**src/rtl/intr_priority_ctrl_if.sv**
```systemverilog
// Bundles the interrupt controller's core-side and device-side signals.
// The slave modport is the controller. The master modport is whatever drives
// the requests and consumes the jump.
interface intr_priority_ctrl_if #(
  parameter int NCH    = 8,
  parameter int ADDR_W = 16
);
  localparam int ID_W = (NCH > 1) ? $clog2(NCH) : 1;

  logic              intr_en;
  logic [NCH-1:0]    intr_mask;
  logic [NCH-1:0]    device_request;
  logic              intr_ack;
  logic              eret_clear_en;
  logic              intr_jmp;
  logic [ADDR_W-1:0] intr_jmp_addr;
  logic [ID_W-1:0]   intr_id;
  logic [NCH-1:0]    pending;
  logic [NCH-1:0]    in_service;

  modport master (
    output intr_en, intr_mask, device_request, intr_ack, eret_clear_en,
    input  intr_jmp, intr_jmp_addr, intr_id, pending, in_service
  );

  modport slave (
    input  intr_en, intr_mask, device_request, intr_ack, eret_clear_en,
    output intr_jmp, intr_jmp_addr, intr_id, pending, in_service
  );
endinterface

```
**src/rtl/intr_priority_ctrl.sv**
```systemverilog
// Priority interrupt controller with nesting.
// Rising edges on device requests latch into pending. The highest-numbered
// enabled pending channel preempts the current service level. The selected
// channel is presented to the core as a registered jump request together with
// its vector address.
`ifndef IM_ADDR_BIT
`define IM_ADDR_BIT 16
`endif
`ifndef INTERRUPT_VECTOR_TOP_DIV4
`define INTERRUPT_VECTOR_TOP_DIV4 256
`endif

module intr_priority_ctrl #(
  parameter int NCH        = 8,
  parameter int ADDR_W     = `IM_ADDR_BIT,
  parameter int VEC_BASE   = `INTERRUPT_VECTOR_TOP_DIV4,
  parameter int VEC_STRIDE = 4
) (
  input  logic                clk,
  input  logic                rst_n,
  intr_priority_ctrl_if.slave bus
);
  localparam int ID_W = (NCH > 1) ? $clog2(NCH) : 1;

  typedef enum logic {IDLE, REQ} state_t;

  state_t          state, state_next;
  logic [NCH-1:0]  req_q;
  logic [NCH-1:0]  rise;
  logic [NCH-1:0]  eligible;
  logic [NCH-1:0]  pending, pending_next;
  logic [NCH-1:0]  in_service, in_service_next;
  logic [ID_W-1:0] intr_id, intr_id_next;
  logic [ID_W-1:0] cand_id, level_id;
  logic            cand_valid, level_valid;
  logic            take, ack_take, eret_take;

  assign rise     = bus.device_request & ~req_q;
  assign eligible = pending & bus.intr_mask;

  // Highest-numbered enabled pending channel is the arbitration winner.
  always_comb begin
    cand_id    = '0;
    cand_valid = 1'b0;
    for (int i = 0; i < NCH; i++) begin
      if (eligible[i]) begin
        cand_id    = ID_W'(i);
        cand_valid = 1'b1;
      end
    end
  end

  // Current nesting level is the highest channel still in service.
  always_comb begin
    level_id    = '0;
    level_valid = 1'b0;
    for (int i = 0; i < NCH; i++) begin
      if (in_service[i]) begin
        level_id    = ID_W'(i);
        level_valid = 1'b1;
      end
    end
  end

  assign take      = bus.intr_en & cand_valid & (~level_valid | (cand_id > level_id));
  assign eret_take = bus.eret_clear_en & level_valid;

  // Next-state logic: the channel is frozen while requesting. Withdraw the
  // request if interrupts are globally disabled or that channel gets masked.
  always_comb begin
    state_next   = state;
    intr_id_next = intr_id;
    ack_take     = 1'b0;
    case (state)
      IDLE: begin
        if (take) begin
          state_next   = REQ;
          intr_id_next = cand_id;
        end
      end
      REQ: begin
        if (bus.intr_ack) begin
          ack_take   = 1'b1;
          state_next = IDLE;
        end else if (!bus.intr_en || !bus.intr_mask[intr_id]) begin
          state_next = IDLE;
        end
      end
      default: state_next = IDLE;
    endcase
  end

  // Pending and in-service updates. A new rise wins over an acknowledge on
  // the same bit. Return-from-interrupt clears the pre-edge level.
  always_comb begin
    pending_next    = pending;
    in_service_next = in_service;
    if (ack_take) begin
      pending_next[intr_id]    = 1'b0;
      in_service_next[intr_id] = 1'b1;
    end
    if (eret_take) begin
      in_service_next[level_id] = 1'b0;
    end
    pending_next = pending_next | rise;
  end

  // State and status registers, cleared asynchronously.
  always_ff @(posedge clk or negedge rst_n) begin
    if (!rst_n) begin
      state      <= IDLE;
      intr_id    <= '0;
      req_q      <= '0;
      pending    <= '0;
      in_service <= '0;
    end else begin
      state      <= state_next;
      intr_id    <= intr_id_next;
      req_q      <= bus.device_request;
      pending    <= pending_next;
      in_service <= in_service_next;
    end
  end

  assign bus.intr_jmp      = (state == REQ);
  assign bus.intr_id       = intr_id;
  assign bus.intr_jmp_addr = ADDR_W'(VEC_BASE) + ADDR_W'(intr_id) * ADDR_W'(VEC_STRIDE);
  assign bus.pending       = pending;
  assign bus.in_service    = in_service;
endmodule

```
**src/flat_wrapper.sv**
```systemverilog
// flat-port wrapper written by rule: the top's interface ports become plain ports
module intr_priority_ctrl_flat 
#(
  parameter int NCH        = 8,
  parameter int ADDR_W     = `IM_ADDR_BIT,
  parameter int VEC_BASE   = `INTERRUPT_VECTOR_TOP_DIV4,
  parameter int VEC_STRIDE = 4
)
  (clk, rst_n, bus_intr_en, bus_intr_mask, bus_device_request, bus_intr_ack, bus_eret_clear_en, bus_intr_jmp, bus_intr_jmp_addr, bus_intr_id, bus_pending, bus_in_service);
  intr_priority_ctrl_if #(.NCH(NCH), .ADDR_W(ADDR_W)) bus_i ();
  input  logic clk;
  input  logic rst_n;
  input wire logic [$bits(bus_i.intr_en)-1:0] bus_intr_en;
  input wire logic [$bits(bus_i.intr_mask)-1:0] bus_intr_mask;
  input wire logic [$bits(bus_i.device_request)-1:0] bus_device_request;
  input wire logic [$bits(bus_i.intr_ack)-1:0] bus_intr_ack;
  input wire logic [$bits(bus_i.eret_clear_en)-1:0] bus_eret_clear_en;
  output wire logic [$bits(bus_i.intr_jmp)-1:0] bus_intr_jmp;
  output wire logic [$bits(bus_i.intr_jmp_addr)-1:0] bus_intr_jmp_addr;
  output wire logic [$bits(bus_i.intr_id)-1:0] bus_intr_id;
  output wire logic [$bits(bus_i.pending)-1:0] bus_pending;
  output wire logic [$bits(bus_i.in_service)-1:0] bus_in_service;
  assign bus_i.intr_en = bus_intr_en;
  assign bus_i.intr_mask = bus_intr_mask;
  assign bus_i.device_request = bus_device_request;
  assign bus_i.intr_ack = bus_intr_ack;
  assign bus_i.eret_clear_en = bus_eret_clear_en;
  assign bus_intr_jmp = bus_i.intr_jmp;
  assign bus_intr_jmp_addr = bus_i.intr_jmp_addr;
  assign bus_intr_id = bus_i.intr_id;
  assign bus_pending = bus_i.pending;
  assign bus_in_service = bus_i.in_service;
  intr_priority_ctrl #(.NCH(NCH), .ADDR_W(ADDR_W), .VEC_BASE(VEC_BASE), .VEC_STRIDE(VEC_STRIDE)) u_core (.clk(clk), .rst_n(rst_n), .bus(bus_i));
endmodule
```
**config.mk**
```make
export PLATFORM = sky130hd
export DESIGN_NAME = intr_priority_ctrl_flat
export DESIGN_NICKNAME = d
export VERILOG_FILES = /design/src/rtl/intr_priority_ctrl_if.sv /design/src/rtl/intr_priority_ctrl.sv /design/src/flat_wrapper.sv
export SDC_FILE = /design/constraint.sdc
export NUM_CORES = 1
export LEC_CHECK = 0
export CAP_MARGIN = 25
export CORE_MARGIN = 5
export CORE_UTILIZATION = 39
export CTS_CLUSTER_SIZE = 40
export DETAILED_ROUTE_END_ITERATION = 10
export GPL_ROUTABILITY_DRIVEN = 0
export PLACE_DENSITY = 0.73
export SYNTH_ARGS = -nofsm -noshare
export SYNTH_HDL_FRONTEND = slang
export SYNTH_SLANG_ARGS = --single-unit
export TNS_END_PERCENT = 5
```
**constraint.sdc**
```tcl
create_clock -name clk -period 2.2 [get_ports clk]
set_input_delay 0.44 -clock clk [delete_from_list [all_inputs] [get_ports clk]]
set_output_delay 0.44 -clock clk [all_outputs]
set_load 0.02 [all_outputs]
```
# Yosys cells after proc, flatten, opt, wreduce, memory -nomap -nowiden

Cells that the tools add are included.
Widths: inputs -> output; s select.

$lt $le $gt $ge: 5
Multiplexer cells: 45
Reduce and logical (&&, ||, !) cells: 6
Add/subtract/negate cells: 1
Bitwise gates (word level): 15

Operators by type and width:

| cell                 | number |
|---|---|
| $and 8x8->8          | 4 |
| $mux 1               | 26 |
| $mux 3               | 8 |
| $mux 8               | 3 |
| $not 8->8            | 3 |
| $or 8x8->8           | 2 |
| $add 9x5->10 const A | 1 |
| $lt 3x4->1 const B   | 2 |
| $mux 2               | 4 |
| $demux 1 s3          | 2 |
| $ge 3x1->1 const B   | 2 |
| $and 1x1->1          | 3 |
| $bmux 1 s3           | 1 |
| $gt 3x3->1           | 1 |
| $logic_and 1x1->1    | 2 |
| $logic_not 1->1      | 2 |
| $not 1->1            | 2 |
| $pmux 1 s2           | 1 |
| $reduce_and 2->1     | 1 |
| $logic_or 1x1->1     | 1 |
| $or 1x1->1           | 1 |

Logic and storage cells: 77
Register bits after elaboration: 28
Output and inout bits: 36
Input port bits: 21

# Depth between registers and ports, before layout

Depth in word-level cells: 14
Depth in mapped cells: 11
Gate-level depth less buffers: 11

# Least setup slack after synthesis

No wires, ideal clock.

Kind: register to register
Start point: reg u_core.pending[4] (netlist: u_core.bus.pending[4])
End point: reg u_core.intr_id[2] (netlist: u_core.bus.intr_id[2])
Period minus slack after synthesis: 2.174 ns
Setup time: 0.125 ns
Path buffers: 0
Arrival time: 2.049 ns
Cell stages (with the launch flop): 9
Required time: 2.075 ns
Setup slack: 0.026 ns
Cell sequence: dfrtp_1 a22oi_1 nand3_1 ha_1 nor2b_1 o21ai_1 a21o_1 a41oi_4 mux2_4

Longest elaborated chain between the ends: 9
Elaborated cells between the ends (all ways): 14
Those cells by class: order compare (1); mux (8); bitwise (4); reduce/logical (1)

Ends and longest elaborated chain:

| what                       | line                      | source |
|---|---|---|
| start, declared            | intr_priority_ctrl.sv:31  | `logic [NCH-1:0] pending, pending_next;` |
| start signal, assigned     | intr_priority_ctrl.sv:120 | `pending <= pending_next;` |
| $and 8x8->8 (*)            | intr_priority_ctrl.sv:39  | `assign eligible = pending & bus.intr_mask;` |
| $mux 3 (*) (4 in a row)    | intr_priority_ctrl.sv:46  | `if (eligible[i]) begin` |
| net u_core.cand_id[2]      | intr_priority_ctrl.sv:34  | `logic [ID_W-1:0] cand_id, level_id;` |
| $gt 3x3->1                 | intr_priority_ctrl.sv:65  | `assign take = bus.intr_en & cand_valid & (~level_valid \| (cand_id > level_id));` |
| $or 1x1->1                 | intr_priority_ctrl.sv:65  |  |
| $and 1x1->1                | intr_priority_ctrl.sv:65  |  |
| $reduce_and 2->1 (no line) | n/a                       |  |
| end signal, assigned       | intr_priority_ctrl.sv:118 | `intr_id <= intr_id_next;` |
| end, declared              | intr_priority_ctrl.sv:33  | `logic [ID_W-1:0] intr_id, intr_id_next;` |

The timed path passes the listed nets; every way through them passes the cells marked *.
A chain may end at the register's enable or synchronous reset.

# Final worst setup path

Start point: in bus_intr_mask[4]
End point: reg u_core.intr_id[2] (netlist: u_core.bus.intr_id[2])

Longest elaborated chain between the ends: 9
Elaborated cells between the ends (all ways): 14
Those cells by class: order compare (1); mux (8); bitwise (4); reduce/logical (1)

Ends and longest elaborated chain:

| what                       | line                     | source |
|---|---|---|
| start, declared            | flat_wrapper.sv:14       | `input wire logic [$bits(bus_i.intr_mask)-1:0] bus_intr_mask;` |
| $and 8x8->8 (*)            | intr_priority_ctrl.sv:39 |  |
| $mux 3 (*) (4 in a row)    | intr_priority_ctrl.sv:46 |  |
| net u_core.cand_id[2]      | intr_priority_ctrl.sv:34 |  |
| $gt 3x3->1                 | intr_priority_ctrl.sv:65 |  |
| $or 1x1->1                 | intr_priority_ctrl.sv:65 |  |
| $and 1x1->1                | intr_priority_ctrl.sv:65 |  |
| $reduce_and 2->1 (no line) | n/a                      |  |

Marks and branches as above.

==> flow_metrics.env <==
export IMPL_status="completed"
export IMPL_clock_power_share_pct=9.7
export IMPL_route_met3_wl_um=246
export IMPL_synthTopCellsByArea="dfrtp_1 47%, buf_4 8.0%, nand2_1 5.5%, a21oi_1 4.0%, mux2i_1 4.0%"
export IMPL_required_ps=2360
export IMPL_power_switching_mw=1.13
export IMPL_clkLatencyLatePin_ps=260
export IMPL_synth_top_cell_by_area="dfrtp_1"
export IMPL_avgViaCountPerCell=4.72
export IMPL_yosysTopAreaCellShare_pct=46.7
export IMPL_hold_buffers=0
export IMPL_io_buffers=43
export IMPL_grt_pass1_wl_um=5780
export IMPL_placed_area_um2=2080
export IMPL_p_int_mw=1.64
export IMPL_routedWlPerCell_um=12.8
export IMPL_ys_seq_area_share_pct=46.7
export IMPL_cp_arrival_ps=2330
export IMPL_final_common_cell="clkdlybuf4s50_1"
export IMPL_fill_cells=321
export IMPL_hold_path_class="flip-flop to flip-flop"
export IMPL_drc_errors=0
export IMPL_n_antenna_cell=0
export IMPL_p_total_mw=2.77
export IMPL_drive_above_1_share_pct=21.9
export IMPL_cts_tree="done"
export IMPL_ioPinCount=57
export IMPL_cp_max_fo=3
export IMPL_grt_util_all_layers_pct=13.9
export IMPL_period_share_pct=98.9
export IMPL_setup_worst_path_end_class="flip-flop"
export IMPL_grt_max_degree=29
export IMPL_die_w_um=72.0
export IMPL_p_per_area_nw_per_um2=1230
export IMPL_synthCells=156
export IMPL_critical_path_class="input port to flip-flop"
export IMPL_ant_nets=0
export IMPL_grt_setup_unrepaired="yes"
export IMPL_power_frac_comb_pct=61.8
export IMPL_met1_length_um=1480
export IMPL_synth_distinct_cells=30
export IMPL_dp_hpwl_um=2830
export IMPL_hold_viol=0
export IMPL_die_h_um=72.0
export IMPL_period_minus_slack_ps=2170
export IMPL_vdd_ir_drop_max_v=0.000593
export IMPL_drtIter0Drc=52
export IMPL_drt_wl_total_um=3490
export IMPL_cts_sinks=28
export IMPL_gr_total_overflow=0
export IMPL_cts_buffers=3
export IMPL_ys_warnings_count=0
export IMPL_core_um2=3690
export IMPL_final_cell_mix="37 x clkdlybuf4s50_1, 28 x buf_4, 28 x dfrtp_1"
export IMPL_final_nets=249
export IMPL_p_seq_share_pct=28.5
export IMPL_area_growth_pct=49.8
export IMPL_firstDrtPassIters=4
export IMPL_setup_viol=0
export IMPL_clockRootBuffer="clkbuf_8"
export IMPL_via_count=1284
export IMPL_switching_share_pct=40.9
export IMPL_syn_area_per_cell_um2=9.62
export IMPL_critPathLaunchType="input port"
export IMPL_finClkSkew_ps=3.61
export IMPL_dr_wl_met2_um=1750
export IMPL_die_area_um2=5190
export IMPL_finalMaxSlewViolations=0
export IMPL_clock_path_buffers=2
export IMPL_fin_area_um2=2250
export IMPL_p_leak_nw=1.09
export IMPL_antenna_found_initial=0
export IMPL_start_util_pct=40.7
export IMPL_ys_seq_elements=28
export IMPL_timing_fmax_mhz=460
export IMPL_grt_pass1_vias=1224
export IMPL_routed_top_layer="met4"
export IMPL_path_clk_slew_ps=90
export IMPL_row_count=22
export IMPL_syn_cell_area_um2=1500
export IMPL_htree_levels=1
export IMPL_max_cap_viol_count=0
export IMPL_setup_tns_ps=0
[metrics by stage]
| stage | hold WS, ps | std cells | worst slack [ps] | utilization, % |
|---|---|---|---|---|
| final | 415 | 272 | 25.1 | 61.0 |
| after floorplan | 144 | 167 | 25.9 | - |
| after global placement | 400 | 264 | -382 | 56.3 |
| after global routing | 434 | 272 | -38.8 | 61.0 |
| after CTS | 421 | 269 | 3.20 | 59.2 |
| after detailed placement | 408 | 264 | -459 | 56.3 |
[routing by layer]
layer	vias up	track usage, %
met5	-	0
met4	0	2.92
met3	2	2.91
met2	44	23.6
met1	594	18.3
li1	644	-
[synth_stat cells]
master,count
a21oi_1,12
buf_4,16
a41oi_4,1
o21ai_1,3
nor2_1,8
a21o_1,1
inv_1,12
mux2i_1,6
o21a_1,1
mux2_4,2
nand2b_1,1
o211ai_4,1
a32o_1,1
dfrtp_1,28
o21ai_0,9
a22o_1,2
buf_2,1
a22oi_1,4
or2_1,2
nor2_4,1
buf_6,1
nor3_1,3
and2b_1,1
ha_1,2
mux4_2,1
nand2_1,22
conb_1,2
nor2b_1,4
nand3_1,7
o21bai_1,1
[flip-flops by register name, indices dropped and copies added (netlist names)]
name / cells
u_core.bus.in_service: 8
u_core.bus.intr_id: 3
u_core.bus.intr_jmp: 1
u_core.bus.pending: 8
u_core.req_q: 8
[repair_timing]
action | in CTS | in global routing
resized for setup | 10 | 13
pin swaps | 6 | 10
setup buffers | 2 | 3
endpoints found under the setup margin | 4 | 4
[area by class of cell]
type / instances / area, um^2 / area share [%]
Multi-Input combinational cell: 109 / 738 / 32.8
Sequential cell: 28 / 701 / 31.1
Timing Repair Buffer: 72 / 664 / 29.5
Tap cell: 48 / 60.1 / 2.67
Inverter: 12 / 45.0 / 2.00
Clock buffer: 3 / 41.3 / 1.84
[critical path, cell delays in order]
cell and delay (ps):
clkdlybuf4s15_1 210, a22oi_2 280, nand3_4 120, ha_4 290, nor2b_1 110, o21ai_1 70, a21o_1 210, a41oi_4 280
mux2_4 320
[path summary, 6_finish.rpt]
kind                       cells after the start                startpoint  slack [ps]                  endpoint
setup / recovery                               9          bus_intr_mask[4]          30     u_core.bus.intr_id[2]
hold / removal                                 1           u_core.req_q[2]         420     u_core.bus.pending[2]
setup reg to reg                              10  u_core.bus.in_service[1]          40     u_core.bus.intr_id[2]
hold reg to reg                                1           u_core.req_q[2]         420     u_core.bus.pending[2]
max in group asynchronous                      2                     rst_n        1400  u_core.bus.in_service[5]
min in group asynchronous                      2                     rst_n         540  u_core.bus.in_service[7]
[power by group through the flow]
stage	clock network, mW	logic, mW	registers [mW]
after floorplan	0	0.814	0.912
after global placement	0	1.51	0.785
after detailed placement	0	1.54	0.787
after CTS	0.282	1.63	0.781
after global routing	0.303	1.87	0.819
final	0.269	1.71	0.790
[kinds of logic (layout without fill, tap and decap cells)]
group,Yosys count,in the layout,share of synthesized area (%)
simple gates,49,49,15.0
compound gates,36,36,16.6
buf+inv,30,87,12.1
flops,28,28,46.7
mux,9,9,7.50
fa+ha+maj,2,2,1.67
other cells,2,13,0.500
No activity file was read; power rests on OpenSTA's default activity.
==> RTL edit 1: new RTL, same settings <==
`NCH` is set to 8 in 3 places; all go to 16.
--- a/src/rtl/intr_priority_ctrl_if.sv
+++ b/src/rtl/intr_priority_ctrl_if.sv
@@ -3,5 +3,5 @@
 // the requests and consumes the jump.
 interface intr_priority_ctrl_if #(
-  parameter int NCH    = 8,
+  parameter int NCH    = 16,
   parameter int ADDR_W = 16
 );
--- a/src/rtl/intr_priority_ctrl.sv
+++ b/src/rtl/intr_priority_ctrl.sv
@@ -12,5 +12,5 @@
 
 module intr_priority_ctrl #(
-  parameter int NCH        = 8,
+  parameter int NCH        = 16,
   parameter int ADDR_W     = `IM_ADDR_BIT,
   parameter int VEC_BASE   = `INTERRUPT_VECTOR_TOP_DIV4,
--- a/src/flat_wrapper.sv
+++ b/src/flat_wrapper.sv
@@ -2,5 +2,5 @@
 module intr_priority_ctrl_flat 
 #(
-  parameter int NCH        = 8,
+  parameter int NCH        = 16,
   parameter int ADDR_W     = `IM_ADDR_BIT,
   parameter int VEC_BASE   = `INTERRUPT_VECTOR_TOP_DIV4,
Interface: changed (5 resized); port bits go from 57 to 90. No check against the original RTL was run, so the function may have changed too.
==> RTL edit 1 against the unedited design <==
- the flow now finishes with violations (negative setup slack)
- first-iteration DRC count rose to 3.1 times the old value
- wire length rose to 2.5 times the old value
- worst hold slack got worse by 0.17 ns
- final area rose by 96%
- area after synthesis rose by 82%
- total power rose by 93%
- synthesized cell count rose by 74%
- worst setup slack got worse by 0.32 ns
- critical path depth did not move
- combinational power rose by 96%
- sequential power rose by 67%
- sequential cell count rose by 25
- critical endpoint unchanged
==> RTL edit 1: results (changes against the unedited design) <==
[route]
drt-met1-wl_mm = 3.62  ; +140%
routed_wl_mm = 8.80  ; +150%
met2_length_mm = 4.40  ; +150%
via_per_inst = 5.19  ; +10%
drt_iter0_markers = 163  ; +210%
met3_length_um = 650  ; +160%

[grt]
gr-usage-met3_pct = 4.25  ; +1.3 points
grt_pass1_vias = 2884  ; +140%
grt_usage_pct = 20.2  ; +6.3 points
grt_max_degree = 54  ; +86%
grt_pass1_wl_mm = 14.0  ; +140%
use_met1_pct = 26.5  ; +8.2 points

[setup_path]
cp.arrival_ns = 2.69  ; +0.36 ns
cp_slowest_cell = or4_4
max_stage_delay_ns = 0.59  ; +0.27 ns
cp_top_family = simple AND/OR/NAND/NOR gates
cp-startpoint = u_core.bus.in_service[9]$_DFF_PN0_
cp_max_fo = 4  ; +1
r2r_cells = 9  ; -1

[timing]
setup_tns_ns = -1.35  ; -1.35 ns
setup_viol = 5  ; +5
setup_ws_ns = -0.295  ; -0.321 ns
finClkSkew_ns = 0.0113  ; +0.00768 ns

[yosys]
ys_types = 46  ; +53%
synth_compound_area_share_pct = 18.5  ; +1.9 points
yosys_warnings = 0  ; unchanged
async_flop_share_pct = 100  ; unchanged
synthAdderAreaFrac_pct = 1.83  ; +0.16 points
synth.area.top_cells = dfrtp_1 49%, o21ai_0 4.9%, buf_4 4.4%
muxShareOfSynthArea_pct = 6.13  ; -1.4 points
synth_common_cells = 53 x dfrtp_1, 27 x o21ai_0, 25 x inv_1, 25 x nor2_1, 24 x nand2_1
ys_seq_area_share_pct = 48.5  ; +1.8 points

[final_layout]
nets = 473  ; +90%

[clock_network]
cts_buffers = 5  ; +2
cts_setup_buffers = 14  ; +12
htreeDepth = 2  ; +1
insertion_delay_ns = 0.31  ; +0.05 ns
cts_resized = 32  ; +22

[floorplanning]
die_w_um = 93.7  ; +30%

[power]
p_leak_nw = 2.03  ; +87%
ir_drop_uv = 624  ; +5.2%

[status]
violations = negative setup slack
status = finished with violations

[placed_design]
place_ws_ns = -0.897  ; -0.438 ns

-- RTL edit 1: stage by stage --
step | cells | hold WS (ns) | cell area [um^2] | utilization [%] | total power [mW]
3_5_place_dp | 505 | 0.410 | 4050 | 59.7 | 4.12
3_3_place_gp | 505 | 0.401 | 4050 | 59.7 | 4.06
2_1_floorplan | 282 | 0.144 | 2780 | - | 2.85
4_1_cts | 527 | 0.269 | 4330 | 63.8 | 5.12
6_report | 529 | 0.243 | 4420 | 65.0 | 5.36
5_1_grt | 529 | 0.315 | 4420 | 65.0 | 5.67
-- RTL edit 1: layout make-up --
class | count | area [um^2]
Multi-Input combinational cell | 183 | 1340
Clock buffer | 6 | 72.6
Clock inverter | 2 | 38.8
Tap cell | 96 | 120
Timing Repair Buffer | 163 | 1420
Inverter | 26 | 97.6
Sequential cell | 53 | 1330
Fill cell | 534 | 2380
-- RTL edit 1: power breakdown --
| group | internal (mW) | switching, mW |
|---|---|---|
| logic | 1.77 | 1.59 |
| clock network | 0.342 | 0.333 |
| registers | 1.13 | 0.192 |
==> RTL edit 2: new RTL, same flow settings <==
Without the edit above. Take the reset off `pending` and load it in a clocked block of its own.
--- a/src/rtl/intr_priority_ctrl.sv
+++ b/src/rtl/intr_priority_ctrl.sv
@@ -112,5 +112,4 @@
       intr_id    <= '0;
       req_q      <= '0;
-      pending    <= '0;
       in_service <= '0;
     end else begin
@@ -118,7 +117,10 @@
       intr_id    <= intr_id_next;
       req_q      <= bus.device_request;
-      pending    <= pending_next;
       in_service <= in_service_next;
     end
+  end
+
+  always_ff @(posedge clk) begin
+    pending <= pending_next;
   end
 
Behaviour: not the same (a bounded check fails within 4 cycles, from zero or initial values and one cycle with rst_n low).
==> RTL edit 2 against the unedited design <==
- the run now ends with negative setup slack left
- synthesized cell count is the same
- area after synthesis decreased by 2.7%
- final area down 3.2%
- maximum frequency is 1.2% lower
- total power down 2.3%
- sequential power fell by 0.6%
- combinational power fell by 4%
- sequential cell count is the same
- wire length fell by 1.6%
- clock skew increased by 0.0048 ns
- die area decreased by 2.3%
- worst setup slack lost 0.025 ns
- largest cell class unchanged
==> RTL edit 2: results (changes against the unedited design) <==
[timing]
setup_ws_ns = -0.000283  ; -0.0254 ns
finClkSkew_ns = 0.00839  ; +0.00478 ns
setup_tns_ns = -0.000283  ; -0.000283 ns
setup_viol = 1  ; +1

[setup_path]
cp_slowest_cell = clkdlybuf4s50_1
crit_end = u_core.bus.intr_id[1]$_DFFE_PN0P_
r2r-end = u_core.bus.intr_id[1]$_DFFE_PN0P_
max_stage_delay_ns = 0.42  ; +0.10 ns
cp-startpoint = bus_intr_mask[3]
r2r_start = u_core.bus.in_service[1]$_DFF_PN0_
cp.arrival_ns = 2.36  ; +0.03 ns

[power]
power_frac_clock_pct = 10.5  ; +0.8 points
combPwrFrac_pct = 60.5  ; -1.3 points
p_leak_nw = 1.07  ; -1.9%
ir_drop_uv = 528  ; -11%
p_total_mw = 2.71  ; -2.3%
switchingPower_mw = 1.10  ; -2.9%

[grt]
antenna_found_initial = 0  ; unchanged
grt_usage_pct = 13.0  ; -0.90 points
grt_pass1_wl_mm = 5.32  ; -7.9%
grt_max_degree = 21  ; -28%
grt_pass1_vias = 1162  ; -5.1%

[yosys]
ys_types = 31  ; +3.3%
synth.area.top_cells = dfrtp_1 34%, dfxtp_1 11%, buf_4 8.2%
syn_inst = 156  ; unchanged
async_flop_share_pct = 71.4  ; -29 points
synth_common_cells = 22 x nand2_1, 20 x dfrtp_1, 16 x buf_4

[placed_design]
placed_cell_area_um2 = 2030  ; -2.3%
place_ws_ns = -0.422  ; +0.0367 ns
hpwl_mm = 2.69  ; -4.9%

[final_layout]
fillers = 317  ; -1.2%
reg_top3 = u_core.bus.in_service (8), u_core.bus.pending (8), u_core.req_q (8)
nets = 248  ; -0.40%

[route]
via_per_inst = 4.74  ; +0.39%
via_count = 1289  ; +0.39%

[status]
violations = negative setup slack
status = finished with violations

[clock_network]
insertion_delay_ns = 0.28  ; +0.02 ns

RTL edit 2: logic make-up (layout without fill, tap and decap cells):
group | count (synthesis) | in the layout | share of synthesized area, %
AO/OA/AOI/OAI | 36 | 36 | 17.0
adder cells (fa/ha/maj) | 2 | 2 | 1.71
buffers and inverters | 30 | 87 | 12.4
flip-flops | 28 | 28 | 45.2
multiplexers | 9 | 9 | 7.71
other | 2 | 13 | 0.514
AND/OR/NAND/NOR | 49 | 49 | 15.4
RTL edit 2: worst min path at each step:
stage                                                     to  cells after the start                 startpoint  slack [ns]
final                          u_core.bus.pending[3]$_DFF_P_                      1  u_core.req_q[3]$_DFF_PN0_        0.42
after global routing           u_core.bus.pending[6]$_DFF_P_                      1  u_core.req_q[6]$_DFF_PN0_        0.45
after CTS                      u_core.bus.pending[2]$_DFF_P_                      1  u_core.req_q[2]$_DFF_PN0_        0.43
after detailed placement       u_core.bus.pending[2]$_DFF_P_                      1  u_core.req_q[2]$_DFF_PN0_        0.42
after global placement         u_core.bus.pending[2]$_DFF_P_                      1  u_core.req_q[2]$_DFF_PN0_        0.41
after floorplan           u_core.bus.in_service[0]$_DFF_PN0_                      0                      rst_n        0.14
RTL edit 2: final cells by class:
cell class | instances | area, um^2 | share of cell area, %
clock buffer | 4 | 45.0 | 2.07
inverter | 12 | 45.0 | 2.07
multi-input combinational | 109 | 714 | 32.8
sequential | 28 | 661 | 30.3
tap | 48 | 60.1 | 2.76
timing repair buffer | 71 | 653 | 30.0
RTL edit 2: routing by layer:
metal  wire length (um)  track usage, %
met1               1490            17.3
met2               1670            21.3
met3                229            2.66
met4                 48            3.76
met5                  0               0
RTL edit 2: what timing repair did:
item / CTS / global route
endpoints found under the setup margin: 4 / 4
setup buffers: 2 / 3
resized for setup: 6 / 13
pin swaps: 6 / 11
hold buffers: 0 / 0
